### config.mk
export PLATFORM = sky130hd
export DESIGN_NAME = alu_arbiter_flat
export DESIGN_NICKNAME = d
export VERILOG_FILES = /design/src/rtl/alu_arb_pkg.sv /design/src/rtl/alu_arbiter_if.sv /design/src/rtl/alu_arbiter_alu.sv /design/src/rtl/alu_arbiter.sv /design/src/flat_wrapper.sv
export SDC_FILE = /design/constraint.sdc
export NUM_CORES = 1
export LEC_CHECK = 0
export CORE_ASPECT_RATIO = 2
export CORE_MARGIN = 2
export CORE_UTILIZATION = 56
export CTS_CLUSTER_DIAMETER = 80
export DETAILED_ROUTE_END_ITERATION = 8
export GPL_ROUTABILITY_DRIVEN = 0
export PLACE_DENSITY = 0.83
export SLEW_MARGIN = 20
export SYNTH_ARGS = -nofsm -noshare
export SYNTH_HDL_FRONTEND = slang
export SYNTH_HIERARCHICAL = 1
export SYNTH_SLANG_ARGS = --single-unit
### constraint.sdc
create_clock -name clk -period 4.8 [get_ports clk]
set_input_delay 0.48 -clock clk [delete_from_list [all_inputs] [get_ports clk]]
set_output_delay 0.48 -clock clk [all_outputs]
set_load 0.005 [all_outputs]
### src/rtl/alu_arb_pkg.sv
// alu_arb_pkg
//   Shared definitions for the two-port ALU arbiter slice: ALU opcode
//   constants, the arbiter state encoding and the fill bit used to build the
//   result returned for unsupported opcodes.
//   Ports: none (package).
package alu_arb_pkg;

  localparam logic [4:0] OP_ADD   = 5'd0;
  localparam logic [4:0] OP_SUB   = 5'd1;
  localparam logic [4:0] OP_OR    = 5'd2;
  localparam logic [4:0] OP_LUI   = 5'd3;
  localparam logic [4:0] OP_PASSA = 5'd4;
  localparam logic [4:0] OP_SLL   = 5'd5;
  localparam logic [4:0] OP_SLT   = 5'd6;

  // Unsupported opcodes return a result with every bit equal to this value.
  localparam logic RES_DEFAULT_FILL = 1'b1;

  typedef enum logic [1:0] {
    ST_IDLE = 2'd0,
    ST_EXEC = 2'd1,
    ST_RESP = 2'd2
  } state_e;

endpackage

### src/rtl/alu_arbiter_if.sv
// alu_arbiter_if
//   Request/response bundle between two requesters and the ALU arbiter.
//   Slice i of req_a/req_b/req_op belongs to requester i.
//   Signals:
//     req_valid/req_ready  request handshake, bit i = requester i
//     req_a/req_b/req_op   packed per-requester operands and opcode
//     rsp_valid/rsp_ready  response handshake, bit i = requester i
//     rsp_res/rsp_eq/rsp_gt shared result bus for the flagged requester
//     busy                 arbiter is not idle
//   Modports: master = requester side, slave = arbiter side.
interface alu_arbiter_if #(
  parameter int DATA_W = 32,
  parameter int OP_W   = 5
);
  logic [1:0]          req_valid;
  logic [1:0]          req_ready;
  logic [2*DATA_W-1:0] req_a;
  logic [2*DATA_W-1:0] req_b;
  logic [2*OP_W-1:0]   req_op;
  logic [1:0]          rsp_valid;
  logic [1:0]          rsp_ready;
  logic [DATA_W-1:0]   rsp_res;
  logic                rsp_eq;
  logic                rsp_gt;
  logic                busy;

  modport master (
    output req_valid, req_a, req_b, req_op, rsp_ready,
    input  req_ready, rsp_valid, rsp_res, rsp_eq, rsp_gt, busy
  );

  modport slave (
    input  req_valid, req_a, req_b, req_op, rsp_ready,
    output req_ready, rsp_valid, rsp_res, rsp_eq, rsp_gt, busy
  );
endinterface

### src/rtl/alu_arbiter_alu.sv
// alu
//   Purely combinational ALU shared by the arbiter.
//   Ports:
//     a, b  operands (DATA_W)
//     op    opcode (OP_W): 0 add, 1 sub, 2 or, 3 lui (b << 16), 4 pass a,
//           5 b shifted left by a[4:0], 6 signed a < b; others -> all ones
//     res   result (DATA_W), arithmetic wraps modulo 2^DATA_W
//     eq    a == b
//     gt    signed a > signed b
module alu
  import alu_arb_pkg::*;
#(
  parameter int DATA_W = 32,
  parameter int OP_W   = 5
) (
  input  logic [DATA_W-1:0] a,
  input  logic [DATA_W-1:0] b,
  input  logic [OP_W-1:0]   op,
  output logic [DATA_W-1:0] res,
  output logic              eq,
  output logic              gt
);

  logic slt;

  always_comb begin
    slt = $signed(a) < $signed(b);
    res = {DATA_W{RES_DEFAULT_FILL}};
    case (op)
      OP_W'(OP_ADD):   res = a + b;
      OP_W'(OP_SUB):   res = a - b;
      OP_W'(OP_OR):    res = a | b;
      OP_W'(OP_LUI):   res = b << 16;
      OP_W'(OP_PASSA): res = a;
      OP_W'(OP_SLL):   res = b << a[4:0];
      OP_W'(OP_SLT):   res = {{(DATA_W-1){1'b0}}, slt};
      default:         res = {DATA_W{RES_DEFAULT_FILL}};
    endcase
  end

  assign eq = (a == b);
  assign gt = $signed(a) > $signed(b);

endmodule

### src/rtl/alu_arbiter.sv
// alu_arbiter
//   Two-requester front end for one shared combinational ALU. A request is
//   granted in IDLE, evaluated in EXEC and presented in RESP until the granted
//   requester takes it, giving one request every three cycles at best.
//   Ports:
//     clk    rising-edge clock
//     rst_n  asynchronous active-low reset
//     bus    alu_arbiter_if.slave (request/response handshakes, busy)
//   Build option:
//     ALU_ARB_FIXED_PRIO_EN  defined: port 0 always wins simultaneous
//                            requests; undefined: round-robin on last grant.
module alu_arbiter
  import alu_arb_pkg::*;
#(
  parameter int DATA_W = 32,
  parameter int OP_W   = 5
) (
  input  logic           clk,
  input  logic           rst_n,
  alu_arbiter_if.slave   bus
);

  state_e              state_q, state_d;
  logic                grant_q, grant_d;
  logic [DATA_W-1:0]   a_q, a_d;
  logic [DATA_W-1:0]   b_q, b_d;
  logic [OP_W-1:0]     op_q, op_d;
  logic [DATA_W-1:0]   res_q, res_d;
  logic                eq_q, eq_d;
  logic                gt_q, gt_d;
`ifndef ALU_ARB_FIXED_PRIO_EN
  logic                last_grant_q, last_grant_d;
`endif

  logic                sel;
  logic                accept;
  logic [1:0]          req_ready_c;
  logic [1:0]          rsp_valid_c;
  logic [DATA_W-1:0]   alu_res;
  logic                alu_eq;
  logic                alu_gt;

  // Port chosen if a grant happens this cycle; with a single valid request
  // that port wins outright, otherwise the tie-break policy decides.
  always_comb begin
`ifdef ALU_ARB_FIXED_PRIO_EN
    sel = ~bus.req_valid[0];
`else
    if (&bus.req_valid) sel = ~last_grant_q;
    else                sel = ~bus.req_valid[0];
`endif
  end

  assign accept = (state_q == ST_IDLE) && (|bus.req_valid);

  always_ff @(posedge clk or negedge rst_n) begin
    if (!rst_n) state_q <= ST_IDLE;
    else        state_q <= state_d;
  end

  always_comb begin
    state_d = state_q;
    case (state_q)
      ST_IDLE: if (|bus.req_valid)          state_d = ST_EXEC;
      ST_EXEC:                              state_d = ST_RESP;
      ST_RESP: if (bus.rsp_ready[grant_q])  state_d = ST_IDLE;
      default:                              state_d = ST_IDLE;
    endcase
  end

  always_comb begin
    req_ready_c = 2'b00;
    rsp_valid_c = 2'b00;
    if (accept)               req_ready_c[sel]     = 1'b1;
    if (state_q == ST_RESP)   rsp_valid_c[grant_q] = 1'b1;
  end

  assign bus.req_ready = req_ready_c;
  assign bus.rsp_valid = rsp_valid_c;
  assign bus.rsp_res   = res_q;
  assign bus.rsp_eq    = eq_q;
  assign bus.rsp_gt    = gt_q;
  assign bus.busy      = (state_q != ST_IDLE);

  // Operands are captured on the grant; the result registers load at the end
  // of EXEC and then hold through RESP regardless of backpressure.
  always_comb begin
    grant_d = grant_q;
    a_d     = a_q;
    b_d     = b_q;
    op_d    = op_q;
    res_d   = res_q;
    eq_d    = eq_q;
    gt_d    = gt_q;
`ifndef ALU_ARB_FIXED_PRIO_EN
    last_grant_d = last_grant_q;
`endif
    if (accept) begin
      grant_d = sel;
      a_d     = sel ? bus.req_a[DATA_W +: DATA_W] : bus.req_a[0 +: DATA_W];
      b_d     = sel ? bus.req_b[DATA_W +: DATA_W] : bus.req_b[0 +: DATA_W];
      op_d    = sel ? bus.req_op[OP_W +: OP_W]    : bus.req_op[0 +: OP_W];
`ifndef ALU_ARB_FIXED_PRIO_EN
      last_grant_d = sel;
`endif
    end
    if (state_q == ST_EXEC) begin
      res_d = alu_res;
      eq_d  = alu_eq;
      gt_d  = alu_gt;
    end
  end

  always_ff @(posedge clk or negedge rst_n) begin
    if (!rst_n) begin
      grant_q <= 1'b0;
      a_q     <= '0;
      b_q     <= '0;
      op_q    <= '0;
      res_q   <= '0;
      eq_q    <= 1'b0;
      gt_q    <= 1'b0;
`ifndef ALU_ARB_FIXED_PRIO_EN
      last_grant_q <= 1'b1;
`endif
    end else begin
      grant_q <= grant_d;
      a_q     <= a_d;
      b_q     <= b_d;
      op_q    <= op_d;
      res_q   <= res_d;
      eq_q    <= eq_d;
      gt_q    <= gt_d;
`ifndef ALU_ARB_FIXED_PRIO_EN
      last_grant_q <= last_grant_d;
`endif
    end
  end

  alu #(
    .DATA_W (DATA_W),
    .OP_W   (OP_W)
  ) u_alu (
    .a   (a_q),
    .b   (b_q),
    .op  (op_q),
    .res (alu_res),
    .eq  (alu_eq),
    .gt  (alu_gt)
  );

endmodule

### src/flat_wrapper.sv
// flat-port wrapper written by rule: the top's interface ports become plain ports
module alu_arbiter_flat import alu_arb_pkg::*;
#(
  parameter int DATA_W = 32,
  parameter int OP_W   = 5
)
  (clk, rst_n, bus_req_valid, bus_req_a, bus_req_b, bus_req_op, bus_rsp_ready, bus_req_ready, bus_rsp_valid, bus_rsp_res, bus_rsp_eq, bus_rsp_gt, bus_busy);
  alu_arbiter_if #(.DATA_W(DATA_W), .OP_W(OP_W)) bus_i ();
  input  logic clk;
  input  logic rst_n;
  input wire logic [$bits(bus_i.req_valid)-1:0] bus_req_valid;
  input wire logic [$bits(bus_i.req_a)-1:0] bus_req_a;
  input wire logic [$bits(bus_i.req_b)-1:0] bus_req_b;
  input wire logic [$bits(bus_i.req_op)-1:0] bus_req_op;
  input wire logic [$bits(bus_i.rsp_ready)-1:0] bus_rsp_ready;
  output wire logic [$bits(bus_i.req_ready)-1:0] bus_req_ready;
  output wire logic [$bits(bus_i.rsp_valid)-1:0] bus_rsp_valid;
  output wire logic [$bits(bus_i.rsp_res)-1:0] bus_rsp_res;
  output wire logic [$bits(bus_i.rsp_eq)-1:0] bus_rsp_eq;
  output wire logic [$bits(bus_i.rsp_gt)-1:0] bus_rsp_gt;
  output wire logic [$bits(bus_i.busy)-1:0] bus_busy;
  assign bus_i.req_valid = bus_req_valid;
  assign bus_i.req_a = bus_req_a;
  assign bus_i.req_b = bus_req_b;
  assign bus_i.req_op = bus_req_op;
  assign bus_i.rsp_ready = bus_rsp_ready;
  assign bus_req_ready = bus_i.req_ready;
  assign bus_rsp_valid = bus_i.rsp_valid;
  assign bus_rsp_res = bus_i.rsp_res;
  assign bus_rsp_eq = bus_i.rsp_eq;
  assign bus_rsp_gt = bus_i.rsp_gt;
  assign bus_busy = bus_i.busy;
  alu_arbiter #(.DATA_W(DATA_W), .OP_W(OP_W)) u_core (.clk(clk), .rst_n(rst_n), .bus(bus_i));
endmodule
# Word level (Yosys, flattened, before mapping)

Index checks and enable logic that the tools add are counted.

Register bits after elaboration: 107

Add/subtract/negate cells: 2
$lt $le $gt $ge: 6
Eq/ne operators: 11
Shift operators: 1
Muxes and demuxes: 16
Bitwise operators: 3
Reductions and logical operators: 9

Operators with widths:

| operator                                                              | count |
|---|---|
| 32-bit one-hot mux with 7 select lines                                | 1 |
| 32-bit two-way mux                                                    | 2 |
| 32-bit adder                                                          | 1 |
| 32-bit equality test                                                  | 1 |
| 32-bit greater-than comparator                                        | 1 |
| 32-bit < comparator                                                   | 1 |
| 32-bit bitwise OR                                                     | 1 |
| 32-bit by 5-bit left shift with 32-bit output                         | 1 |
| 32-bit subtractor                                                     | 1 |
| 5-bit by 3-bit equality test with 1-bit output, second input constant | 3 |
| 5-bit by 2-bit equality test with 1-bit output, second input constant | 2 |
| 2-bit two-way mux                                                     | 4 |
| 2-bit one-hot mux with 3 select lines                                 | 1 |
| 5-bit by 1-bit equality test with 1-bit output, second input constant | 1 |
| 5-bit zero test                                                       | 1 |
| 1-bit two-way mux                                                     | 5 |
| 5-bit two-way mux                                                     | 1 |
| 1-bit by 2-bit < comparator with 1-bit output, second input constant  | 2 |
| 2-bit AND reduction                                                   | 2 |
| 1-bit logical AND                                                     | 3 |
| 1-bit demux with 1-bit select                                         | 2 |
| 2-bit by 1-bit equality test with 1-bit output, second input constant | 1 |
| 2-bit equality test, second input constant                            | 1 |
| 1-bit >= comparator, second input constant                            | 2 |
| 6 further kinds                                                       | 7 |

# Longest topological paths before layout

Depth after elaboration: 7
Depth in mapped cells: 16
Depth with buffers taken out: 13

# Cells and area by module

Netlist, hierarchy kept.

Modules (own cells, without submodules):

| module      | instances | cells an instance | area an instance (um2) |
|---|---|---|---|
| alu         | 1         | 997               | 6678.9 |
| alu_arbiter | 1         | 331               | 4601.9 |

# Worst setup path after synthesis

No wires, ideal clock.

Path kind: register to register
Start: register u_core.a_q[2]
End: register u_core.res_q[26] (netlist: u_core/bus.rsp_res[26])
Setup time: 0.125 ns
Data arrival time: 3.418 ns
Data required time: 4.675 ns
Path slack: 1.257 ns
Stages on the path, launching flop included: 16
Path buffers: 3
Cell sequence: dfrtp_1 -> inv_1 -> buf_2 -> buf_2 -> buf_2 -> ha_1 -> nor2b_4 -> o31a_1 -> o32a_4 -> a22oi_2 -> a21oi_2 -> a31oi_1 -> or4_1 -> o211ai_2 -> a41o_1 -> mux2_2

Longest elaborated chain between the ends: 2
Elaborated cells on any way between the ends: 4
Classes of those cells: 2 x add/sub; 1 x shift; 1 x mux

RTL lines:

| what                                       | line                  | source |
|---|---|---|
| start, declared                            | alu_arbiter.sv:25     | `logic [DATA_W-1:0] a_q, a_d;` |
| start signal, assigned                     | alu_arbiter.sv:117    | `a_q <= '0;` |
| start signal, assigned                     | alu_arbiter.sv:128    | `a_q <= a_d;` |
| 32-bit subtractor (tied with other cells)  | alu_arbiter_alu.sv:31 | `OP_W'(OP_SUB): res = a - b;` |
| 32-bit one-hot mux with 7 select lines (*) | alu_arbiter_alu.sv:29 | `case (op)` |
| net u_core.alu_res[26]                     | alu_arbiter.sv:39     | `logic [DATA_W-1:0] alu_res;` |
| end signal, assigned                       | alu_arbiter.sv:131    | `res_q <= res_d;` |
| end, declared                              | alu_arbiter.sv:28     | `logic [DATA_W-1:0] res_q, res_d;` |

Mark *: on every way through the listed nets, which the timed path passes. The rest lies on a longest branch.
A chain may end at the register's enable or synchronous reset.

# Worst setup path after layout

Start: register u_core.a_q[0]
End: register u_core.res_q[0] (netlist: u_core/bus.rsp_res[0])

Longest elaborated chain between the ends: 2
Elaborated cells on any way between the ends: 6
Classes of those cells: 2 x add/sub; 1 x order compare; 1 x shift; 1 x mux; 1 x bitwise

RTL lines:

| what                                       | line |
|---|---|
| 32-bit subtractor (tied with other cells)  | alu_arbiter_alu.sv:31 |
| 32-bit one-hot mux with 7 select lines (*) | alu_arbiter_alu.sv:29 |
| net u_core.alu_res[0]                      | alu_arbiter.sv:39 |

Marked as above.

==> results.json <==
{
  "ys_top_cells_by_count": "a21oi_1, dfrtp_1, inv_1, ha_1, nand2_1",
  "rsz0062_at_grt": "no",
  "p_sw_mw": 6.37,
  "max_cap_violations": 0,
  "cts_resized": 0,
  "synth.avg_cell_area_sq_um": 8.49,
  "fmax_mhz": 256,
  "wl_microns": 40500,
  "hold_viol_final": 0,
  "holdBufCountCts": 0,
  "ys_types": 84,
  "grt_max_degree": 72,
  "setup_viol": 0,
  "die_y_microns": 205,
  "pwr-share-clk_pct": 6.8,
  "arrival_ns": 4.16,
  "p_leak_nw": 5.56,
  "num_rows": 73,
  "synthDominantCellAreaShare_pct": 23.5,
  "viasPerCell": 6.85,
  "min_period_ns": 3.91,
  "ant_nets": 0,
  "cts_made_buffers": 9,
  "synthesis.area_sq_mm": 0.0113,
  "grt_pass1_vias": 11564,
  "hold_ws_ns": 0.202,
  "cts.sinks": 107,
  "cts_max_path_buffers": 2,
  "cp-end-kind": "flip-flop",
  "clock_latency_ns": 0.38,
  "antenna_found_initial": 0,
  "synth_most_common_cell": "a21oi_1",
  "startpoint_type": "flip-flop",
  "grt_pass1_wl_microns": 63800,
  "syn_inst": 1328,
  "post-dp-hpwl_microns": 30100,
  "synth_edf_count": 0,
  "grt.total_usage_pct": 38.4,
  "numPortBuffers": 182,
  "relSlewSlack_pct": 33.6,
  "status": "finished clean",
  "cts-root-buf": "clkbuf_16",
  "period_share_pct": 81.4,
  "synthFlopType": "dfrtp_1",
  "ys_top_cells_by_area": "dfrtp_1, ha_1, a221o_1",
  "power_density_mw_per_mm2": 874,
  "die_w_microns": 104,
  "switching_share_pct": 54.5,
  "clkTransAtPathRegs_ns": 0.08,
  "fp.dieArea_sq_mm": 0.0214,
  "ios": 183,
  "synth_warnings": 6,
  "drt_pass1_iterations": 6,
  "initial_utilization_pct": 56.9,
  "drt_iter0_markers": 1384,
  "grt_overflow_total": 0,
  "diodes": 0,
  "post-cts-setup-buffers": 0,
  "vdd_drop_max_v": 0.000800,
  "cts_tree": "done",
  "synth_seq_area_share_pct": 23.7,
  "fin_skew_ns": 0.0125,
  "yosys.area.top_type": "dfrtp_1",
  "syn_nets": 1573,
  "dr_total_vias": 11701,
  "path_max_fanout": 29,
  "fin_area_sq_mm": 0.0134,
  "post_dp_cell_area_sq_mm": 0.0130,
  "synthArstFlopShare_pct": 100,
  "hold_class": "in2async",
  "drive_gt1_share_pct": 9.41,
  "layout.nets": 1685,
  "cell_internal_pwr_mw": 5.30,
  "required_ns": 5.06,
  "final_core_util_pct": 67.4,
  "slew_violations": 0,
  "ys_seq_elements": 107,
  "remaining_drc_errors": 0,
  "critPathKind": "reg2reg",
  "fin_setup_tns_ns": 0,
  "seq_power_share_pct": 17.5,
  "htree_levels": 3,
  "detail_route.wl_per_cell_microns": 23.7,
  "tightest_slew_ns": 0.988,
  "power.share.combinational_pct": 75.7,
  "areaGrowthSynthToFinish_pct": 18.4,
  "coreArea_sq_mm": 0.0198
}
-- registers in the layout, summed over array words and instances (netlist names) --
name,flops
u_core/bus.rsp_eq,1
u_core/b_q,32
u_core/bus.rsp_res,32
u_core/state_q,2
u_core/last_grant_q,1
u_core/a_q,32
u_core/grant_q,1
u_core/op_q,5
u_core/bus.rsp_gt,1
-- power by group through the flow --
stage / Sequential (mW) / Clock (mW) / Combinational (mW)
final: 2.04 / 0.789 / 8.84
after global routing: 2.09 / 0.827 / 9.50
after CTS: 2.01 / 0.804 / 8.43
after detailed placement: 2.02 / 0 / 8.37
after global placement: 1.99 / 0 / 8.22
after floorplan: 1.75 / 0 / 6.23
-- through the flow --
step / instances / worst slack, ns / power, mW
final: 1707 / 0.893 / 11.7
after global routing: 1707 / 0.695 / 12.4
after CTS: 1707 / 1.02 / 11.2
after detailed placement: 1691 / 1.04 / 10.4
after global placement: 1691 / 1.10 / 10.2
after floorplan: 1328 / 1.26 / 7.98
-- kinds of logic (layout without fill, tap and decap cells) --
| logic type | Yosys count | in the layout | share of synthesized area [%] |
|---|---|---|---|
| simple gates | 296 | 296 | 12.7 |
| buf+inv | 209 | 326 | 8.41 |
| fa+ha+maj | 101 | 101 | 11.3 |
| mux | 94 | 94 | 10.2 |
| flops | 107 | 107 | 23.7 |
| xor+xnor | 25 | 25 | 1.94 |
| compound gates | 496 | 496 | 31.7 |
-- final timing paths --
kind | from | endpoint | slack [ns] | depth (start not counted)
worst max-delay path | u_core/a_q[0]$_DFFE_PN0P_ | u_core/bus.rsp_res[0]$_DFFE_PN0N_ | 0.89 | 15
worst min register to register | u_core/bus.rsp_res[19]$_DFFE_PN0N_ | u_core/bus.rsp_res[19]$_DFFE_PN0N_ | 0.51 | 1
worst min-delay path | rst_n | u_core/a_q[7]$_DFFE_PN0P_ | 0.20 | 1
worst max register to register | u_core/a_q[0]$_DFFE_PN0P_ | u_core/bus.rsp_res[0]$_DFFE_PN0N_ | 0.89 | 15
max in group asynchronous | rst_n | u_core/b_q[16]$_DFFE_PN0P_ | 3.46 | 2
min in group clk | u_core/bus.rsp_res[19]$_DFFE_PN0N_ | u_core/bus.rsp_res[19]$_DFFE_PN0N_ | 0.51 | 1
-- placed cells by master, fill, tap and decap left out, types with 40 or more instances in the layout --
cell type / netlist / layout
ha_1: 99 / 99
mux2_2: 40 / 40
nor2_1: 80 / 79
o21a_1: 75 / 75
dfrtp_1: 106 / 105
nand2_1: 84 / 84
a221o_1: 76 / 76
o21ai_0: 73 / 73
clkdlybuf4s50_1: 0 / 181
inv_1: 104 / 104
a21oi_1: 107 / 107
-- layer usage --
metal / vias up / track usage [%] / part of all wire (%)
met4: 0 / 30.8 / 10
met2: 832 / 63.7 / 47
met1: 5462 / 43.1 / 34
met5: - / 0 / 0
met3: 277 / 6.84 / 9.0
li1: 5130 / - / -
-- worst max-delay path, stage by stage, from the launching register on --
cell and delay, ns:
dfrtp_1 0.33, buf_4 0.31, inv_1 0.07, buf_4 0.23
ha_1 0.29, fa_1 0.42, o21bai_1 0.24, o211ai_2 0.11
a311oi_2 0.40, nand3_1 0.27, nand3_1 0.27, and2_1 0.21
a2111oi_2 0.08, a21oi_1 0.18, o21ai_1 0.09, mux2_2 0.28
-- layout make-up --
type                    count  area, sq um
inverters                 108          405
repair buffers            202         1970
well taps                 262          328
clock inverters             5         61.3
multi-input cells        1012         7670
flip-flops and latches    107         2680
fillers                  1651         6470
clock buffers              11          243
Power figures use the tool's default switching activity.
